[src/rtl/alu_pkg.sv]
// Shared ALU control codes and the legality check for the 4-bit control field.
package alu_pkg;

   localparam logic [3:0] ALU_IDLE = 4'h0;
   localparam logic [3:0] ALU_ADD  = 4'h1;
   localparam logic [3:0] ALU_AND  = 4'h2;
   localparam logic [3:0] ALU_OR   = 4'h3;
   localparam logic [3:0] ALU_SUB  = 4'h4;
   localparam logic [3:0] ALU_XOR  = 4'h5;
   localparam logic [3:0] ALU_SLL  = 4'h6;
   localparam logic [3:0] ALU_EQ   = 4'h7;
   localparam logic [3:0] ALU_NE   = 4'h8;
   localparam logic [3:0] ALU_SRL  = 4'h9;
   localparam logic [3:0] ALU_LE   = 4'hA;
   localparam logic [3:0] ALU_LT   = 4'hB;
   localparam logic [3:0] ALU_SRA  = 4'hC;
   localparam logic [3:0] ALU_LUI  = 4'hD;

   // Codes 1..D are defined; 0 is idle and E/F are unassigned.
   function automatic logic alu_op_legal(input logic [3:0] op);
      return (op != ALU_IDLE) && (op <= ALU_LUI);
   endfunction

endpackage

[src/rtl/rr_arbiter.sv]
// Combinational round-robin picker: first requester at or after ptr, searching upward mod NREQ.
module rr_arbiter #(
   parameter int NREQ = 2,
   localparam int IDW = $clog2(NREQ)
) (
   input  logic [NREQ-1:0] req,
   input  logic [IDW-1:0]  ptr,
   input  logic            en,
   output logic [NREQ-1:0] grant,
   output logic [IDW-1:0]  idx,
   output logic            anyGrant
);

   logic [IDW-1:0] cand;

   always_comb begin
      grant    = '0;
      idx      = '0;
      anyGrant = 1'b0;
      cand     = '0;
      for (int off = 0; off < NREQ; off++) begin
         cand = IDW'((int'(ptr) + off) % NREQ);
         if (en && !anyGrant && req[cand]) begin
            anyGrant    = 1'b1;
            idx         = cand;
            grant[cand] = 1'b1;
         end
      end
   end

endmodule

[src/rtl/alu_arbiter.sv]
// Round-robin sharing of one combinational ALU with a one-entry response buffer.
// Optional ALU_ARB_OPCHK_EN: flag illegal control codes and suppress them at the ALU.
module alu_arbiter
   import alu_pkg::*;
#(
   parameter int WIDTH = 32,
   parameter int NREQ  = 2,
   parameter int IDW   = $clog2(NREQ)
) (
   input  logic              clk,
   input  logic              rst_n,
   input  logic [NREQ-1:0]   req_valid,
   output logic [NREQ-1:0]   req_ready,
   input  logic [NREQ*WIDTH-1:0] req_a,
   input  logic [NREQ*WIDTH-1:0] req_b,
   input  logic [NREQ*4-1:0] req_op,
   output logic              rsp_valid,
   input  logic              rsp_ready,
   output logic [WIDTH-1:0]  rsp_data,
   output logic [IDW-1:0]    rsp_id,
   output logic              rsp_err,
   output logic [WIDTH-1:0]  alu_srca,
   output logic [WIDTH-1:0]  alu_srcb,
   output logic [3:0]        alu_ctrl,
   input  logic [WIDTH-1:0]  alu_out
);

   logic             rspValidQ;
   logic [WIDTH-1:0] rspDataQ;
   logic [IDW-1:0]   rspIdQ;
   logic             rspErrQ;
   logic [IDW-1:0]   rrPtrQ;

   logic             canAccept;
   logic [NREQ-1:0]  grantVec;
   logic [IDW-1:0]   grantIdx;
   logic             anyGrant;
   logic [WIDTH-1:0] selA;
   logic [WIDTH-1:0] selB;
   logic [3:0]       selOp;
   logic             opLegal;
   logic [IDW-1:0]   nextPtr;

   // rst_n gates the enable so nothing is granted while reset is held.
   assign canAccept = (!rspValidQ || rsp_ready) && rst_n;

   rr_arbiter #(
      .NREQ(NREQ)
   ) u_rr (
      .req     (req_valid),
      .ptr     (rrPtrQ),
      .en      (canAccept),
      .grant   (grantVec),
      .idx     (grantIdx),
      .anyGrant(anyGrant)
   );

   assign req_ready = grantVec;
   assign selA  = req_a[int'(grantIdx)*WIDTH +: WIDTH];
   assign selB  = req_b[int'(grantIdx)*WIDTH +: WIDTH];
   assign selOp = req_op[int'(grantIdx)*4 +: 4];

`ifdef ALU_ARB_OPCHK_EN
   assign opLegal = alu_op_legal(selOp);
`else
   assign opLegal = 1'b1;
`endif

   assign alu_srca = anyGrant ? selA : '0;
   assign alu_srcb = anyGrant ? selB : '0;
   assign alu_ctrl = (anyGrant && opLegal) ? selOp : ALU_IDLE;

   assign nextPtr = (grantIdx == IDW'(NREQ - 1)) ? '0 : grantIdx + 1'b1;

   always_ff @(posedge clk or negedge rst_n) begin
      if (!rst_n) begin
         rspValidQ <= 1'b0;
         rspDataQ  <= '0;
         rspIdQ    <= '0;
         rspErrQ   <= 1'b0;
         rrPtrQ    <= '0;
      end else if (anyGrant) begin
         rspValidQ <= 1'b1;
         rspDataQ  <= opLegal ? alu_out : '0;
         rspIdQ    <= grantIdx;
         rspErrQ   <= !opLegal;
         rrPtrQ    <= nextPtr;
      end else if (rsp_ready) begin
         rspValidQ <= 1'b0;
      end
   end

   assign rsp_valid = rspValidQ;
   assign rsp_data  = rspDataQ;
   assign rsp_id    = rspIdQ;
   assign rsp_err   = rspErrQ;

endmodule

[config.mk]
export PLATFORM = sky130hd
export DESIGN_NAME = alu_arbiter
export DESIGN_NICKNAME = d
export VERILOG_FILES = /design/src/rtl/alu_pkg.sv /design/src/rtl/rr_arbiter.sv /design/src/rtl/alu_arbiter.sv
export SDC_FILE = /design/constraint.sdc
export NUM_CORES = 1
export LEC_CHECK = 0
export ABC_AREA = 1
export CORE_AREA = 2 2 109 111
export DETAILED_ROUTE_END_ITERATION = 10
export DIE_AREA = 0 0 111 113
export GPL_ROUTABILITY_DRIVEN = 0
export PLACE_DENSITY = 0.68
export SKIP_CTS_REPAIR_TIMING = 1
export SLEW_MARGIN = 20
export SYNTH_ARGS = -nofsm -noshare
export SYNTH_HDL_FRONTEND = slang
export SYNTH_HIERARCHICAL = 1
export SYNTH_SLANG_ARGS = --single-unit
[constraint.sdc]
create_clock -name clk -period 3.64 [get_ports clk]
set_input_delay 0.91 -clock clk [delete_from_list [all_inputs] [get_ports clk]]
set_output_delay 0.91 -clock clk [all_outputs]
set_load 0.02 [all_outputs]
==> flow_summary_export.csv, run 1 <==
group,metric,value,unit
placement,hpwlAfterDp,9590,um
logic_synthesis,synth_edf_count,0,
run,maxCapViolCount,0,
global_routing,grt_max_degree,54,
layout,antenna-diode-count,0,
setup_path,end_kind,"output port",
min_path,min_path_type,"reg -> reg",
power,sw_frac_of_total,0.353,
sta,maxSlewViolCount,0,
power,ir_drop,183,uV
logic_synthesis,synth_top_family_by_area,"simple AND/OR/NAND/NOR gates",
sta,final_hold_viol_count,0,
clock_tree,clk-insertion-delay-late,0.27,ns
floorplanning,dieArea,12500,um2
setup_path,r2r-end,"rsp_valid",
sta,timing.setup.tns,0,ns
clock_tree,cts_tree,"built",
layout,syn_to_final_growth,120,%
logic_synthesis,synth-async-reset-ratio,1.00,
setup_path,startpoint_type,"primary input",
sta,layout_min_cycle_time,3.54,ns
setup_path,critPathKind,"in -> out",
logic_synthesis,synth_mux_area_frac,0,
sta,setup_violations,0,
floorplanning,die_w,111,um
clock_tree,clockBufferDepth,2,
setup_path,required,2.73,ns
layout,drive_gt1_frac,0.0895,
detailed_routing,ant_nets,0,
clock_tree,cts_buffers,5,
logic_synthesis,yosys.area_share.simple,0.537,
detailed_routing,dr.pass1.iters,6,
placement,dpl-instance-area,5540,um2
layout,final_util,0.520,
logic_synthesis,synth_cell_types,15,
clock_tree,cts.root.buffer_cell,"clkbuf_16",
setup_path,reg2regPathDepth,9,
logic_synthesis,synth-adder-area-share,0,
power,p_per_area,318,nW/um2
detailed_routing,drc,0,
setup_path,rrSetupSlack,1.72,ns
detailed_routing,viasPerCell,4.59,
floorplanning,rows,39,
logic_synthesis,synth_top_area_cell,"dfrtp_1",
clock_tree,cts.reportedPaths.clkPinSlew,0.06,ns
min_path,min_path_cells,2,
power,power.switching,0.656,mW
placement,dpl.cell_count,793,
placement,port_buffers,276,
power,power_frac_comb,0.502,
logic_synthesis,synthTopCellsByCount,"nand2_1, nand3_1, dfrtp_1",
power,intPower,1.20,mW
sta,relSlewSlack,0.608,
logic_synthesis,yosysTopAreaCellShare,0.329,
power,clkPwrFrac,0.232,
layout,fin_area,5860,um2
sta,whs,0.471,ns
sta,post-route-period-util,0.973,
logic_synthesis,synth_area_leaders,"dfrtp_1, nand2_1, nand3_1, nand3_2, buf_6",
layout,final_cells,802,
detailed_routing,wl_per_cell,15.2,um
power,pwr-share-seq,0.266,
logic_synthesis,syn_avg_cell_area,6.78,um2
detailed_routing,first_iter_violations,296,
setup_path,crit_arrival,2.63,ns
logic_synthesis,ys_warn_count,6,
logic_synthesis,syn_area,2660,um2
floorplanning,core-area,11300,um2
logic_synthesis,synth_xor_area_frac,0,
setup_path,critPathMaxFanout,27,
sta,max_freq,0.282,GHz
sta,tightest_slew,0.587,ns
logic_synthesis,ys_seq_area_frac,0.329,
layout,final_nets,831,
logic_synthesis,synthesis.nets,566,
detailed_routing,routed_wl,12200,um
floorplanning,num_io_pins,278,
global_routing,overflow,0,
sta,skew,0.00752,ns
floorplanning,die_y,113,um
min_path,min_to,"rsp_data[18]",
clock_tree,clock_sinks,35,
min_path,min_from,"rsp_data[18]",
clock_tree,htreeDepth,2,
logic_synthesis,yosysMostFrequentCell,"nand2_1",
logic_synthesis,synth_cells,393,
outcome,status,"completed",
logic_synthesis,synth-compound-area-share,0.00939,
floorplanning,start_util,0.236,
power,p_leak,3.59,nW
global_routing,antenna_found_initial,0,
setup_path,r2r-start,"rsp_valid",
global_routing,grt_pass1_vias,3670,
logic_synthesis,ys_ff_latch,35,
logic_synthesis,synth_ff_type,"dfrtp_1",
detailed_routing,num_vias,3682,
global_routing,grt_pass1_wl,18600,um
global_routing,track_usage,0.181,
==> cell families (layout without fill, tap and decap cells) <==
family / count (synthesis) / in the layout
AOI/OAI and AO/OA: 5 / 5
buffers and inverters: 43 / 309
DFF: 35 / 35
other: 1 / 1
and+or+nand+nor: 309 / 309
==> cell usage in the layout, fill, tap and decap left out, drive strengths merged <==
master	count
clkdlybuf4s50	207
buf	21
a21oi	3
o21ai	2
nand2	171
dfrtp	35
nand3	136
clkbuf	11
dlymetal6s2s	63
clkinvlp	1
nor2	2
clkinv	1
conb	1
inv	5
==> layout make-up <==
type	count	area [um2]
fillers	1093	5410
repair buffers	296	3150
multi-input cells	315	1480
flip-flops and latches	35	876
well taps	143	179
clock buffers	6	139
inverters	5	21.3
clock inverters	2	16.3
==> worst max path at each step <==
stage / cells after the start / endpoint / slack [ns] / from
3_3_place_gp: 10 / alu_srcb[15] / -0.30 / rsp_ready
5_1_grt: 11 / alu_srcb[8] / -0.01 / rsp_ready
4_1_cts: 10 / alu_srcb[23] / -0.34 / rsp_ready
2_1_floorplan: 10 / alu_srcb[15] / 0.84 / rst_n
3_5_place_dp: 10 / alu_srcb[23] / -0.33 / rsp_ready
6_report: 11 / alu_srcb[8] / 0.1 / rsp_ready
==> critical path, cell delays in order <==
cell and delay, ns:
clkdlybuf4s50_1 0.47, nor2_1 0.05, nor2_1 0.14, nand2_2 0.12, a21oi_4 0.14, buf_4 0.18, inv_4 0.06, buf_12 0.16
nand3_1 0.11, nand2_1 0.06, dlymetal6s2s_1 0.21
==> power by group through the flow <==
| stage | Sequential (mW) | Clock (mW) | Combinational, mW |
|---|---|---|---|
| global placement | 0.498 | 0 | 0.942 |
| CTS | 0.496 | 0.443 | 0.955 |
| floorplan | 0.582 | 0 | 0.343 |
| finish | 0.495 | 0.432 | 0.934 |
| detailed placement | 0.502 | 0 | 0.949 |
| global route | 0.503 | 0.460 | 1.00 |
==> registers in the layout, summed over array words and instances (netlist names) <==
register	count
rsp_data	32
rsp_id	1
rrPtrQ	1
rsp_valid	1
==> layer usage <==
| metal | up-vias | share of wire | GRT usage |
|---|---|---|---|
| met2 | 186 | 0.50 | 0.325 |
| met5 | - | 0 | 0 |
| met3 | 21 | 0.084 | 0.0445 |
| met4 | 0 | 0.024 | 0.0525 |
| li1 | 1810 | - | - |
| met1 | 1665 | 0.39 | 0.215 |
==> through the flow <==
| step | power, mW | setup WS (ns) |
|---|---|---|
| after floorplan | 0.925 | 0.840 |
| after global placement | 1.44 | -0.303 |
| after detailed placement | 1.45 | -0.334 |
| after CTS | 1.89 | -0.337 |
| after global routing | 1.96 | -0.0117 |
| final | 1.86 | 0.0967 |
(Power assumes the default switching activity.)
==> run 2: changes to the inputs <==
--- a/config.mk
+++ b/config.mk
@@ -6,14 +6,13 @@
 export NUM_CORES = 1
 export LEC_CHECK = 0
 export ABC_AREA = 1
-export CORE_AREA = 2 2 109 111
+export CORE_AREA = 2 2 108 110
 export DETAILED_ROUTE_END_ITERATION = 10
-export DIE_AREA = 0 0 111 113
+export DIE_AREA = 0 0 110 112
 export GPL_ROUTABILITY_DRIVEN = 0
 export PLACE_DENSITY = 0.68
 export SKIP_CTS_REPAIR_TIMING = 1
 export SLEW_MARGIN = 20
 export SYNTH_ARGS = -nofsm -noshare
 export SYNTH_HDL_FRONTEND = slang
-export SYNTH_HIERARCHICAL = 1
 export SYNTH_SLANG_ARGS = --single-unit
==> flow_summary_export.csv, run 2 <==
group,metric,value,unit
layout,syn_to_final_growth,131,%
layout,final_cells,797,
sta,whs,0.472,ns
sta,tightest_slew,0.735,ns
min_path,min_path_type,"reg -> reg",
global_routing,grt_max_degree,52,
placement,dpl-instance-area,5490,um2
logic_synthesis,ys_ff_latch,35,
clock_tree,cts.root.buffer_cell,"clkbuf_16",
floorplanning,rows,39,
clock_tree,cts_buffers,5,
placement,hpwlAfterDp,8990,um
clock_tree,clk-insertion-delay-late,0.27,ns
sta,relSlewSlack,0.509,
setup_path,startpoint_type,"primary input",
run,maxCapViolCount,0,
layout,layout.area.seq,876,um2
setup_path,crit_arrival,2.42,ns
clock_tree,clock_sinks,35,
floorplanning,die_w,110,um
layout,multiInputGateArea,1440,um2
sta,setup_violations,0,
logic_synthesis,synthTopCellsByCount,"nand3_1, nand2_1, dfrtp_1",
outcome,status,"completed",
sta,rsz0062_at_grt,"no",
logic_synthesis,yosysTopAreaCellShare,0.348,
logic_synthesis,ys_warn_count,0,
sta,layout_min_cycle_time,3.33,ns
sta,final_hold_viol_count,0,
logic_synthesis,synth-async-reset-ratio,1.00,
layout,mostFrequentLayoutCells,"clkdlybuf4s50_1, nand3_1, nand2_1",
sta,post-route-period-util,0.916,
placement,pre_cts_ws,-0.0539,ns
detailed_routing,ant_nets,0,
detailed_routing,viasPerCell,4.69,
logic_synthesis,ys_seq_area_frac,0.348,
setup_path,end_kind,"output port",
clock_tree,htreeDepth,2,
setup_path,critPathKind,"in -> out",
logic_synthesis,syn_area,2520,um2
logic_synthesis,synth_cells,395,
power,ir_drop,261,uV
clock_tree,cts.reportedPaths.clkPinSlew,0.05,ns
global_routing,track_usage,0.179,
logic_synthesis,synthesis.nets,568,
global_routing,antenna_found_initial,0,
detailed_routing,wl_per_cell,14.8,um
placement,port_buffers,276,
logic_synthesis,synth_edf_count,0,
layout,fin_area,5810,um2
logic_synthesis,syn_avg_cell_area,6.38,um2
global_routing,overflow,0,
sta,max_freq,0.300,GHz
power,p_per_area,305,nW/um2
detailed_routing,num_vias,3734,
layout,final_util,0.520,
detailed_routing,drc,0,
floorplanning,num_io_pins,278,
clock_tree,clockBufferDepth,2,
setup_path,critPathMaxFanout,51,
setup_path,required,2.73,ns
clock_tree,cts_tree,"built",
global_routing,grt_pass1_wl,17800,um
global_routing,grt_pass1_vias,3685,
floorplanning,die_y,112,um
detailed_routing,first_iter_violations,208,
layout,fill_cells,1049,
logic_synthesis,synth_top_area_cell,"dfrtp_1",
floorplanning,start_util,0.225,
logic_synthesis,synth_cell_types,11,
logic_synthesis,synth_ff_type,"dfrtp_1",
detailed_routing,routed_wl,11800,um
floorplanning,core-area,11200,um2
sta,skew,0.00395,ns
layout,final_common_cell,"clkdlybuf4s50_1",
floorplanning,dieArea,12300,um2
layout,largest_register_ffs,32,
sta,maxSlewViolCount,0,
logic_synthesis,synth_area_leaders,"dfrtp_1, nand3_1, nand2_1, buf_4, clkbuf_1",
power,p_leak,3.70,nW
layout,drive_gt1_frac,0.0428,
logic_synthesis,yosysMostFrequentCell,"nand3_1",
layout,antenna-diode-count,0,
placement,dpl.cell_count,790,
detailed_routing,dr.pass1.iters,4,
sta,setup_ws,0.307,ns
layout,final_nets,827,
==> run 2: cell types whose count changed in the layout (fill, tap and decap cells not counted), sizes merged <==
| cell | previous run | this run |
|---|---|---|
| clkbuf | 11 | 6 |
| dlymetal6s2s | 63 | 70 |
| buf | 21 | 17 |
| a21boi | 0 | 1 |
| clkinvlp | 1 | 0 |
| a21oi | 3 | 2 |
| inv | 5 | 6 |
| nand2 | 171 | 141 |
| nand3 | 136 | 169 |
| o21ai | 2 | 0 |
| nor2 | 2 | 0 |
| clkdlybuf4s50 | 207 | 205 |
==> run 2: routing by layer <==
| metal | share of wire | track usage |
|---|---|---|
| met5 | 0 | 0 |
| met4 | 0.028 | 0.0549 |
| met3 | 0.095 | 0.0527 |
| met1 | 0.37 | 0.202 |
| met2 | 0.50 | 0.320 |
==> run 2: through the flow <==
stage	total power, mW	setup TNS [ns]
floorplan	0.867	0
global placement	1.38	-0.669
detailed placement	1.38	-1.38
CTS	1.80	-2.86
global route	1.88	0
finish	1.77	0
==> run 2: logic make-up (layout without fill, tap and decap cells) <==
group                  after synthesis  count (layout)  synth area share
AND/OR/NAND/NOR                    310             310             0.548
buffers and inverters               46             305            0.0929
flip-flops                          35              35             0.348
AO/OA/AOI/OAI                        3               3           0.00994
other                                1               1           0.00149
==> run 2: worst paths after layout <==
kind / from / to / slack [ns] / cells past startpoint
max in group asynchronous: rst_n / rsp_data[22] / 2.63 / 2
min in group asynchronous: rst_n / rsp_data[6] / 0.69 / 2
worst min-delay path: rsp_id / rsp_id / 0.47 / 2
worst max-delay path: rsp_ready / alu_ctrl[2] / 0.31 / 8
worst max register to register: rsp_valid / rsp_data[30] / 2.06 / 4
worst min register to register: rsp_id / rsp_id / 0.47 / 2
==> run 2: area by class of cell <==
class,instances,area share
Tap cell,143,0.0308
Sequential cell,35,0.151
Multi-Input combinational cell,314,0.247
Clock buffer,6,0.0239
Timing Repair Buffer,292,0.543
Inverter,6,0.00388
Clock inverter,1,0.000862
==> run 2: report_power, final <==
group / internal [mW] / total (mW) / switching (mW)
Sequential: 0.453 / 0.489 / 0.0359
Combinational: 0.451 / 0.874 / 0.424
Clock: 0.266 / 0.409 / 0.143
==> run 2: critical path, stage by stage <==
cell and delay (ns):
clkdlybuf4s50_1 0.47, inv_1 0.08, a21boi_4 0.17, buf_12 0.15
buf_12 0.21, nand3_1 0.11, nand2_1 0.09, dlymetal6s2s_1 0.22
==> run 3: changes to the inputs <==
--- a/config.mk
+++ b/config.mk
@@ -11,6 +11,7 @@
 export DIE_AREA = 0 0 110 112
 export GPL_ROUTABILITY_DRIVEN = 0
 export PLACE_DENSITY = 0.68
+export REMOVE_ABC_BUFFERS = 1
 export SKIP_CTS_REPAIR_TIMING = 1
 export SLEW_MARGIN = 20
 export SYNTH_ARGS = -nofsm -noshare
==> flow_summary_export.csv, run 3 (synthesis gave the netlist of run 2 again) <==
group,metric,value,unit
setup_path,critPathMaxFanout,16,
clock_tree,clockBufferDepth,2,
placement,hpwlAfterDp,9110,um
min_path,min_path_type,"reg -> reg",
placement,port_buffers,276,
sta,setup_violations,0,
run,maxCapViolCount,0,
sta,relSlewSlack,0.525,
placement,pre_cts_ws,-0.143,ns
sta,maxSlewViolCount,0,
sta,tightest_slew,0.712,ns
power,p_per_area,305,nW/um2
layout,syn_to_final_growth,136,%
layout,final_nets,839,
setup_path,end_kind,"output port",
layout,antenna-diode-count,0,
sta,rsz0062_at_grt,"no",
clock_tree,clock_sinks,35,
clock_tree,cts_tree,"built",
detailed_routing,num_vias,3865,
floorplanning,num_io_pins,278,
setup_path,critPathKind,"in -> out",
global_routing,grt_pass1_vias,3702,
detailed_routing,routed_wl,13300,um
sta,skew,0.00259,ns
floorplanning,start_util,0.225,
setup_path,required,2.73,ns
detailed_routing,dr.pass1.iters,5,
clock_tree,cts_buffers,5,
layout,mostFrequentLayoutCells,"clkdlybuf4s50_1, nand3_1, nand2_1",
sta,max_freq,0.291,GHz
detailed_routing,drc,0,
clock_tree,htreeDepth,2,
outcome,status,"completed",
detailed_routing,wl_per_cell,16.4,um
clock_tree,clk-insertion-delay-late,0.27,ns
floorplanning,rows,39,
power,p_leak,3.76,nW
sta,timing.setup.tns,0,ns
setup_path,rrSetupSlack,2.08,ns
setup_path,startpoint_type,"primary input",
setup_path,crit_arrival,2.53,ns
layout,largest_register_ffs,32,
layout,final_common_cell,"clkdlybuf4s50_1",
detailed_routing,ant_nets,0,
clock_tree,cts.reportedPaths.clkPinSlew,0.05,ns
global_routing,antenna_found_initial,0,
floorplanning,die_w,110,um
floorplanning,die_y,112,um
global_routing,overflow,0,
sta,layout_min_cycle_time,3.44,ns
sta,whs,0.476,ns
clock_tree,cts.root.buffer_cell,"clkbuf_16",
global_routing,grt_max_degree,69,
global_routing,track_usage,0.183,
global_routing,grt_pass1_wl,17900,um
layout,drive_gt1_frac,0.0631,
sta,final_hold_viol_count,0,
sta,setup_ws,0.204,ns
power,ir_drop,224,uV
detailed_routing,first_iter_violations,167,
floorplanning,core-area,11200,um2
floorplanning,dieArea,12300,um2
detailed_routing,viasPerCell,4.78,
sta,post-route-period-util,0.944,
==> run 3: worst paths after layout <==
path,start,to,cells after the start
setup reg to reg,rsp_valid,rsp_data[14],4
hold / removal,rsp_id,rsp_id,2
max in group asynchronous,rst_n,rsp_data[12],2
setup / recovery,req_valid[0],alu_srca[0],8
hold reg to reg,rsp_id,rsp_id,2
min in group asynchronous,rst_n,rsp_data[30],2
==> run 3: final cells by class <==
cell class              count  area (um2)
clock buffers               6         139
clock inverters             1        5.00
fillers                  1050        5220
inverters                   6        22.5
multi-input cells         314        1440
flip-flops and latches     35         876
well taps                 143         179
repair buffers            304        3300
==> run 3: metrics by stage <==
step / total power [mW] / cell area, um2 / utilization / std cells
after floorplan: 0.852 / 2310 / - / 355
final: 1.82 / 5950 / 0.533 / 809
after global routing: 1.92 / 5950 / 0.533 / 809
after CTS: 1.79 / 5580 / 0.499 / 797
after detailed placement: 1.38 / 5440 / 0.486 / 790
after global placement: 1.36 / 5440 / 0.486 / 790
==> run 3: power by group <==
part           leakage, nW  switching [mW]  internal, mW
Combinational         3.25           0.445         0.475
Sequential           0.431          0.0357         0.453
Clock               0.0727           0.141         0.266
==> run 3: critical path, cell delays in order <==
cell and delay [ns]:
clkdlybuf4s50_1 0.49, inv_1 0.08, a21oi_4 0.29, clkbuf_16 0.26, buf_4 0.12, nand3_1 0.06
nand2_1 0.06, dlymetal6s2s_1 0.24
==> run 3: routing by layer <==
layer	up-vias	wire length (um)	GRT usage
met4	0	301	0.0540
met3	25	1280	0.0650
met2	196	6880	0.338
met1	1783	4790	0.189
met5	-	0	0
li1	1861	-	-
